[src/rtl/add_sequencer_if.sv]
// Handshake/operand/result bundle for add_sequencer.
// Carries the Sub select only when ADD_SEQ_SUB_EN is defined.
interface add_sequencer_if #(
   parameter int NIBBLES = 4
);
   localparam int W = 4 * NIBBLES;

   logic         start;
   logic [W-1:0] A;
   logic [W-1:0] B;
`ifdef ADD_SEQ_SUB_EN
   logic         Sub;
`endif
   logic         ready;
   logic         busy;
   logic         done;
   logic [W-1:0] S;
   logic         Carry;
   logic         Overflow;

`ifdef ADD_SEQ_SUB_EN
   modport master (output start, A, B, Sub, input ready, busy, done, S, Carry, Overflow);
   modport slave  (input start, A, B, Sub, output ready, busy, done, S, Carry, Overflow);
`else
   modport master (output start, A, B, input ready, busy, done, S, Carry, Overflow);
   modport slave  (input start, A, B, output ready, busy, done, S, Carry, Overflow);
`endif
endinterface

[src/rtl/add_sequencer.sv]
// Nibble-serial W-bit adder: one 4-bit slice reused LSB-first, NIBBLES+1 cycles per operation.
// Optional subtract mode (Sub port) is built when macro ADD_SEQ_SUB_EN is defined.
module add_sequencer #(
   parameter int NIBBLES = 4
) (
   input logic            clk,
   input logic            rst_n,
   add_sequencer_if.slave bus
);
   localparam int W  = 4 * NIBBLES;
   localparam int IW = $clog2(NIBBLES);

   typedef enum logic [1:0] {IDLE, RUN, DONE} state_t;

   function automatic logic [4:0] add_slice(input logic [3:0] a, input logic [3:0] b,
                                            input logic cin);
      return {1'b0, a} + {1'b0, b} + {4'b0000, cin};
   endfunction

   state_t        state;
   logic [W-1:0]  a_q;
   logic [W-1:0]  b_q;
   logic [IW-1:0] idx;
   logic          cin;
   logic [W-1:0]  s_q;
   logic          carry_q;
   logic          ovf_q;
   logic          ready_q;
   logic          busy_q;
   logic          done_q;
   logic [3:0]    a_nib;
   logic [3:0]    b_nib;
   logic [4:0]    sum;

`ifdef ADD_SEQ_SUB_EN
   logic          sub_q;
   // Subtraction is A + ~B + 1; the +1 enters as the initial carry-in.
   assign b_nib = b_q[{idx, 2'b00} +: 4] ^ {4{sub_q}};
`else
   assign b_nib = b_q[{idx, 2'b00} +: 4];
`endif
   assign a_nib = a_q[{idx, 2'b00} +: 4];
   assign sum   = add_slice(a_nib, b_nib, cin);

   always_ff @(posedge clk or negedge rst_n) begin
      if (!rst_n) begin
         state   <= IDLE;
         a_q     <= '0;
         b_q     <= '0;
         idx     <= '0;
         cin     <= 1'b0;
         s_q     <= '0;
         carry_q <= 1'b0;
         ovf_q   <= 1'b0;
         ready_q <= 1'b1;
         busy_q  <= 1'b0;
         done_q  <= 1'b0;
`ifdef ADD_SEQ_SUB_EN
         sub_q   <= 1'b0;
`endif
      end else begin
         case (state)
            IDLE: begin
               done_q <= 1'b0;
               if (bus.start) begin
                  a_q     <= bus.A;
                  b_q     <= bus.B;
                  idx     <= '0;
`ifdef ADD_SEQ_SUB_EN
                  sub_q   <= bus.Sub;
                  cin     <= bus.Sub;
`else
                  cin     <= 1'b0;
`endif
                  ready_q <= 1'b0;
                  busy_q  <= 1'b1;
                  state   <= RUN;
               end
            end
            RUN: begin
               s_q[{idx, 2'b00} +: 4] <= sum[3:0];
               cin <= sum[4];
               if (idx == IW'(NIBBLES - 1)) begin
                  carry_q <= sum[4];
                  ovf_q   <= (a_nib[3] == b_nib[3]) && (sum[3] != a_nib[3]);
                  busy_q  <= 1'b0;
                  done_q  <= 1'b1;
                  state   <= DONE;
               end else begin
                  idx <= idx + IW'(1);
               end
            end
            DONE: begin
               done_q  <= 1'b0;
               ready_q <= 1'b1;
               state   <= IDLE;
            end
            default: begin
               state   <= IDLE;
               ready_q <= 1'b1;
               busy_q  <= 1'b0;
               done_q  <= 1'b0;
            end
         endcase
      end
   end

   assign bus.ready    = ready_q;
   assign bus.busy     = busy_q;
   assign bus.done     = done_q;
   assign bus.S        = s_q;
   assign bus.Carry    = carry_q;
   assign bus.Overflow = ovf_q;
endmodule

[src/flat_wrapper.sv]
// flat-port wrapper written by rule: the top's interface ports become plain ports
module add_sequencer_flat 
#(
   parameter int NIBBLES = 4
)
  (clk, rst_n, bus_start, bus_A, bus_B, bus_ready, bus_busy, bus_done, bus_S, bus_Carry, bus_Overflow);
  add_sequencer_if #(.NIBBLES(NIBBLES)) bus_i ();
  input logic clk;
  input logic rst_n;
  input wire logic [$bits(bus_i.start)-1:0] bus_start;
  input wire logic [$bits(bus_i.A)-1:0] bus_A;
  input wire logic [$bits(bus_i.B)-1:0] bus_B;
  output wire logic [$bits(bus_i.ready)-1:0] bus_ready;
  output wire logic [$bits(bus_i.busy)-1:0] bus_busy;
  output wire logic [$bits(bus_i.done)-1:0] bus_done;
  output wire logic [$bits(bus_i.S)-1:0] bus_S;
  output wire logic [$bits(bus_i.Carry)-1:0] bus_Carry;
  output wire logic [$bits(bus_i.Overflow)-1:0] bus_Overflow;
  assign bus_i.start = bus_start;
  assign bus_i.A = bus_A;
  assign bus_i.B = bus_B;
  assign bus_ready = bus_i.ready;
  assign bus_busy = bus_i.busy;
  assign bus_done = bus_i.done;
  assign bus_S = bus_i.S;
  assign bus_Carry = bus_i.Carry;
  assign bus_Overflow = bus_i.Overflow;
  add_sequencer #(.NIBBLES(NIBBLES)) u_core (.clk(clk), .rst_n(rst_n), .bus(bus_i));
endmodule
[config.mk]
export PLATFORM = sky130hd
export DESIGN_NAME = add_sequencer_flat
export DESIGN_NICKNAME = d
export VERILOG_FILES = /design/src/rtl/add_sequencer_if.sv /design/src/rtl/add_sequencer.sv /design/src/flat_wrapper.sv
export SDC_FILE = /design/constraint.sdc
export NUM_CORES = 1
export LEC_CHECK = 0
export CAP_MARGIN = 20
export CORE_ASPECT_RATIO = 0.7
export CORE_UTILIZATION = 40
export CTS_CLUSTER_DIAMETER = 80
export DETAILED_ROUTE_END_ITERATION = 8
export DONT_BUFFER_PORTS = 1
export PLACE_DENSITY = 0.61
export SYNTH_ARGS = -nofsm -noshare
export SYNTH_HDL_FRONTEND = slang
export SYNTH_SLANG_ARGS = --single-unit
[constraint.sdc]
create_clock -name clk -period 5.32 [get_ports clk]
set_input_delay 0.266 -clock clk [delete_from_list [all_inputs] [get_ports clk]]
set_output_delay 0.266 -clock clk [all_outputs]
set_load 0.1 [all_outputs]
# --- Yosys cells after proc, flatten, opt, wreduce, memory -nomap -nowiden ---
# Index checks and enable logic that the tools add are counted.
# W data, S select, Z words.
word_totals:
  ff_bits: 58
  input_bits: 35
  elab_cells: 54
op_classes:
  n_addsub: 4
  n_eq_ne: 8
  shifts: 4
  muxes: 15
  n_bitwise: 2
  n_reduce_logical: 10
ops:
  columns: ["cell", "count"]
  rows:
  - ["$shiftx A16 B5 Y4", 2]
  - ["$bwmux W16", 1]
  - ["$shift A4 B6 Y16 const A", 1]
  - ["$shiftx A4 B6 Y16", 1]
  - ["$reduce_and A2 Y1", 5]
  - ["$mux W2", 4]
  - ["$pmux W2 S2", 2]
  - ["$neg A4 Y6", 1]
  - ["$reduce_and A3 Y1", 2]
  - ["$add A4 B4 Y5", 1]
  - ["$add A5 B1 Y5", 1]
  - ["$mux W1", 5]
  - ["$eq A2 B2 Y1 const B", 2]
  - ["$ne A2 B2 Y1 const B", 2]
  - ["$pmux W1 S2", 2]
  - ["$pmux W1 S3", 1]
  - ["$add A2 B1 Y2 const B", 1]
  - ["$eq A2 B1 Y1 const B", 1]
  - ["$logic_not A2 Y1", 1]
  - ["$ne A2 B1 Y1 const B", 1]
  - ["$not A1 Y1", 2]
  - ["$reduce_bool A2 Y1", 1]
  - ["$eq A1 B1 Y1", 1]
  - ["$logic_and A1 B1 Y1", 1]
  - ["$ne A1 B1 Y1", 1]

# --- Logic depth before layout (Yosys ltp) ---
depth:
  word_depth: 5
  depth_mapped: 9
  mapped_depth_nobuf: 8

# --- Worst setup path before layout ---
# No wires, ideal clock.
synth_path:
  path_kind: "register -> register"
  from: "reg u_core.idx[0]"
  to: "reg u_core.s_q[15] (netlist: u_core.bus.S[15])"
  setup_time_ps: 123
  arrival_time_ps: 2244
  t_required_ps: 5197
  path_slack_ps: 2953
  stages_incl_launch_ff: 8
  cell_sequence: "dfrtp_1 -> buf_6 -> mux4_1 -> fa_1 -> a21o_1 -> a21oi_1 -> xnor2_1 -> a22o_1"
synth_via:
  elab_chain_cells: 5
synth_lines:
  columns: ["item", "line", "rtl"]
  rows:
  - ["start, declared", "add_sequencer.sv:23", "logic [IW-1:0] idx;"]
  - ["start signal, assigned", "add_sequencer.sv:90", "idx <= idx + IW'(1);"]
  - ["$shiftx A16 B5 Y4 (on tied branches)", "add_sequencer.sv:42, add_sequencer.sv:40", null]
  - ["$add A4 B4 Y5", "add_sequencer.sv:17", "return {1'b0, a} + {1'b0, b} + {4'b0000, cin};"]
  - ["$add A5 B1 Y5", "add_sequencer.sv:17", null]
  - ["$shiftx A4 B6 Y16", "add_sequencer.sv:81", "s_q[{idx, 2'b00} +: 4] <= sum[3:0];"]
  - ["$bwmux W16 (*)", "add_sequencer.sv:81", null]
  - ["end signal, assigned by index", "add_sequencer.sv:81", null]
  - ["end, declared", "add_sequencer.sv:25", "logic [W-1:0] s_q;"]
# Mark *: on every way between the ends. The rest lies on a longest branch, timed or not.
# A chain may end at the register's enable or synchronous reset.

# --- Worst setup path in the final report ---
# Same ends and word-level chain as after synthesis.

==> impl.org <==
** Timing
- On the final layout, the worst clock skew is roughly 0.0062 ns.
- Transition time at the pin with the least slew margin :: roughly 0.94 ns
- Portion of the clock cycle consumed by the worst path in the final layout :: 0.5628
- Summed over all failing endpoints, the final setup total negative slack is 0 ns.
- Maximum clock rate :: between 0.3 and 0.4 GHz
- The clock period could shrink to ~3.0 ns.
- The final max-slew violation count came to 0.
- Setup Viol. Count Final :: 0
- The count of endpoints failing hold in the final timing report was 0.
- Unrepaired setup endpoints after global routing :: no
- In this run the tightest slew margin relative to its limit is 0.3722.

** Critical path
- Worst Reg-to-Reg Cells :: 6
- Type of destination of the critical path :: flip-flop
- Of all nets on the critical path, the largest fanout is 18.
- For the worst setup path, the data required time is 5.59 ns.
- Endpoint of the worst register-to-register path :: u_core.bus.S[15]
- Reg2Reg Setup Slack :: around 2.3 ns
- The critical path in this run is classified as flip-flop to flip-flop.
- In this run the critical register-to-register path is launched from u_core.idx[0].
- At the worst endpoint, the arrival time is ~3.3 ns.
- The worst setup path is launched from a flip-flop.

** Placed design
- The congestion estimate from routability-driven global placement came to approximately 0.75.
- Port buffering added 0 buffers.
- Detailed placement finished with a half-perimeter wire length of 3.450 mm.

** Die
- 56 I/O pins were placed.
- The die is roughly 70 um tall.
- Initial cell density of the core :: 0.4190
- Number of placement rows :: 24
- Die width :: 99.15 um
- Area of the core :: around 6300 um2
- Die outline area :: between 6000 and 7000 um2

** Route
- Violation count after the first detailed-route iteration :: between 40 and 50
- In the routed layout, each cell is associated on average with a via count of 5.423.
- Count of vias placed by the detailed router :: roughly 1500
- Number of detailed-routing iterations run before antenna repair :: 4
- Dividing the detail-routed wire length by the instance count gives 17.60 um.
- Antenna violation net count after detailed routing :: 0
- DRC viols :: 0
- Summed over all layers, the routed wires come to ~5 mm.

** Finish
- In the final layout, the multi-input gates occupy 1117 um2.
- In the final layout, the share of cells above drive strength 1 is 0.1359.
- Compared with the post-synthesis result, the final layout area differs by 11.79%.
- Post-layout utilization of the core :: 0.4685
- After the last flow step, the layout net total stands at about 250.
- Fill cell count :: ~580
- Number of antenna repair diodes :: 0
- Sequential cell area in the final layout :: roughly 1500 um2

** Logic synthesis
- Instance count of the mapped netlist :: roughly 200
- Synthesis inferred 58 register bits.
- Count of yosys warnings during synthesis :: 0
- Combined area of all synthesized cells :: around 2600 um2
- When the netlist entered floorplanning its net count stood at about 240.
- Part of the Yosys area used for sequential elements :: 0.5497
- Synthesis instantiated 29 different standard cells from the library.
- Average size of a mapped cell :: about 14 um2

** CTS
- The root buffer cell chosen for the clock tree is sky130_fd_sc_hd__clkbuf_8.
- CTS HTree Levels :: 3
- The clock reaches the later pin of the worst-skew pair after between 0.3 and 0.4 ns.
- Post-CTS setup buffer count :: 0
- TritonCTS built the clock tree.
- For this design, the sink count on the clock tree is 58.
- Clock edge transition at the registers on the reported setup and hold paths :: around 0.060 ns
- The clock passes through at most 2 buffers.
- The number of clock buffers added by TritonCTS is 9.

** Run
- Max-capacitance violation count :: 0

** Worst hold path
- Class of the most critical hold timing path :: input pin to flip-flop
- Endpoint of the worst hold path :: u_core.a_q[9]
- Worst hold path stage count :: 1
- In this run the most critical hold path is launched from bus_A[9].

** GRT
- Remaining global-route overflow :: 0
- Antenna violations before repair :: 0
- Number of global-route vias before repair :: about 1600
- The first global-routing pass estimated 8.473 mm of wire.
- Global-route usage over all layers :: 0.1653
- Pin count of the biggest net entering global routing :: approximately 60

** Status
- The run finished with clean final reports.
==> sequential cells by signal (all words and copies together), names as in the netlist <==
name and flops:
u_core.a_q 16, u_core.b_q 16, u_core.bus.Carry 1, u_core.bus.Overflow 1, u_core.bus.S 16, u_core.bus.busy 1
u_core.bus.done 1, u_core.bus.ready 1, u_core.cin 1, u_core.idx 2, u_core.state 2
==> kinds of logic after synthesis <==
| group | Yosys count | synth area share |
|---|---|---|
| buffers and inverters | 17 | 0.02983 |
| and+or+nand+nor | 38 | 0.06771 |
| AOI/OAI and AO/OA | 27 | 0.07055 |
| xor gates and xnor gates | 3 | 0.009945 |
| muxes | 41 | 0.2145 |
| DFF | 58 | 0.5497 |
| adders and majority gates | 11 | 0.05777 |
==> area by class of cell <==
class / instances / share of cell area
flip-flops and latches: 58 / 0.4917
clock inverters: 2 / 0.01186
inverters: 10 / 0.01271
clock buffers: 13 / 0.05718
multi-input cells: 120 / 0.3782
well taps: 78 / 0.03304
repair buffers: 3 / 0.01525
==> Yosys cell counts <==
cell                         n  area share
sky130_fd_sc_hd__a21o_1      2      0.0057
sky130_fd_sc_hd__a21oi_1     2      0.0038
sky130_fd_sc_hd__a22o_1      9       0.030
sky130_fd_sc_hd__a2bb2oi_1   1      0.0033
sky130_fd_sc_hd__and3_1      2      0.0047
sky130_fd_sc_hd__buf_2       6       0.011
sky130_fd_sc_hd__buf_6       1      0.0043
sky130_fd_sc_hd__dfrtp_1    57        0.54
sky130_fd_sc_hd__dfstp_2     1      0.0099
sky130_fd_sc_hd__fa_1        2       0.015
sky130_fd_sc_hd__ha_1        9       0.043
sky130_fd_sc_hd__inv_1      10       0.014
sky130_fd_sc_hd__mux2_1     29        0.12
sky130_fd_sc_hd__mux2_2      4       0.017
sky130_fd_sc_hd__mux4_1      4       0.040
sky130_fd_sc_hd__mux4_2      4       0.034
sky130_fd_sc_hd__nand2_1    16       0.023
sky130_fd_sc_hd__nand2b_1    1      0.0024
sky130_fd_sc_hd__nand3_1     3      0.0057
sky130_fd_sc_hd__nand4_1     2      0.0047
sky130_fd_sc_hd__nor2_1     11       0.016
sky130_fd_sc_hd__nor2b_1     1      0.0024
sky130_fd_sc_hd__nor3b_2     2      0.0095
sky130_fd_sc_hd__o21ai_0     7       0.013
sky130_fd_sc_hd__o21ai_1     4      0.0076
sky130_fd_sc_hd__o22ai_1     1      0.0024
sky130_fd_sc_hd__o31ai_2     1      0.0047
sky130_fd_sc_hd__xnor2_1     1      0.0033
sky130_fd_sc_hd__xor2_1      2      0.0066
==> worst max-delay path, stage by stage, from the launching register on <==
cell,delay [ns]
sky130_fd_sc_hd__dfrtp_1,0.85
sky130_fd_sc_hd__mux4_1,0.68
sky130_fd_sc_hd__fa_1,0.42
sky130_fd_sc_hd__a21o_1,0.18
sky130_fd_sc_hd__a21oi_1,0.26
sky130_fd_sc_hd__xnor2_1,0.30
sky130_fd_sc_hd__a22o_1,0.23
==> worst max-delay path by stage <==
stage                        startpoint                to  slack [ns]  depth (start not counted)
after floorplan           u_core.idx[0]  u_core.bus.S[15]        2.95                          7
after global placement    u_core.idx[0]  u_core.bus.S[15]        2.38                          6
after detailed placement  u_core.idx[0]  u_core.bus.S[15]        2.34                          6
after CTS                 u_core.idx[0]  u_core.bus.S[15]        2.31                          6
after global routing      u_core.idx[0]  u_core.bus.S[15]        2.16                          6
final                     u_core.idx[0]  u_core.bus.S[15]        2.33                          6
==> layout by cell type (no fill, tap or decap), types with 2 or more instances in the layout <==
cell type,instances
sky130_fd_sc_hd__nor2_1,11
sky130_fd_sc_hd__nand4_1,2
sky130_fd_sc_hd__o21ai_1,4
sky130_fd_sc_hd__nand3_1,3
sky130_fd_sc_hd__clkbuf_8,12
sky130_fd_sc_hd__fa_1,2
sky130_fd_sc_hd__dfrtp_1,57
sky130_fd_sc_hd__mux4_1,4
sky130_fd_sc_hd__mux2_1,29
sky130_fd_sc_hd__mux4_2,4
sky130_fd_sc_hd__mux2_2,4
sky130_fd_sc_hd__a21oi_1,2
sky130_fd_sc_hd__ha_1,9
sky130_fd_sc_hd__inv_1,10
sky130_fd_sc_hd__xor2_1,2
sky130_fd_sc_hd__and3_1,2
sky130_fd_sc_hd__a21o_1,2
sky130_fd_sc_hd__o21ai_0,7
sky130_fd_sc_hd__a22o_1,9
sky130_fd_sc_hd__nand2_1,16
==> routing by layer <==
| layer | share of wire | vias up | track usage |
|---|---|---|---|
| li1 | - | 707 | - |
| met1 | 0.51 | 774 | 0.2342 |
| met4 | 0.018 | 0 | 0.07353 |
| met2 | 0.39 | 47 | 0.2168 |
| met5 | 0 | - | 0 |
| met3 | 0.077 | 12 | 0.07207 |
==> metrics by stage <==
stage | hold slack (ns) | instance area [um2] | std cells | worst slack, ns
after global placement | -0.02818 | 2713 | 267 | 2.380
final | 0.06090 | 2954 | 284 | 2.326
after detailed placement | -0.02803 | 2713 | 267 | 2.341
after CTS | 0.04354 | 2954 | 284 | 2.305
after floorplan | -0.02959 | 2643 | 195 | 2.953
after global routing | 0.04641 | 2954 | 284 | 2.158
==> repair_timing <==
action,4_1_cts,5_1_grt
hold buffers,2,0
hold endpoints to repair,58,0
gates resized for setup,0,0
Power is not shown: default switching activity piles up to over one toggle a cycle in this logic, so the estimate is an artifact.
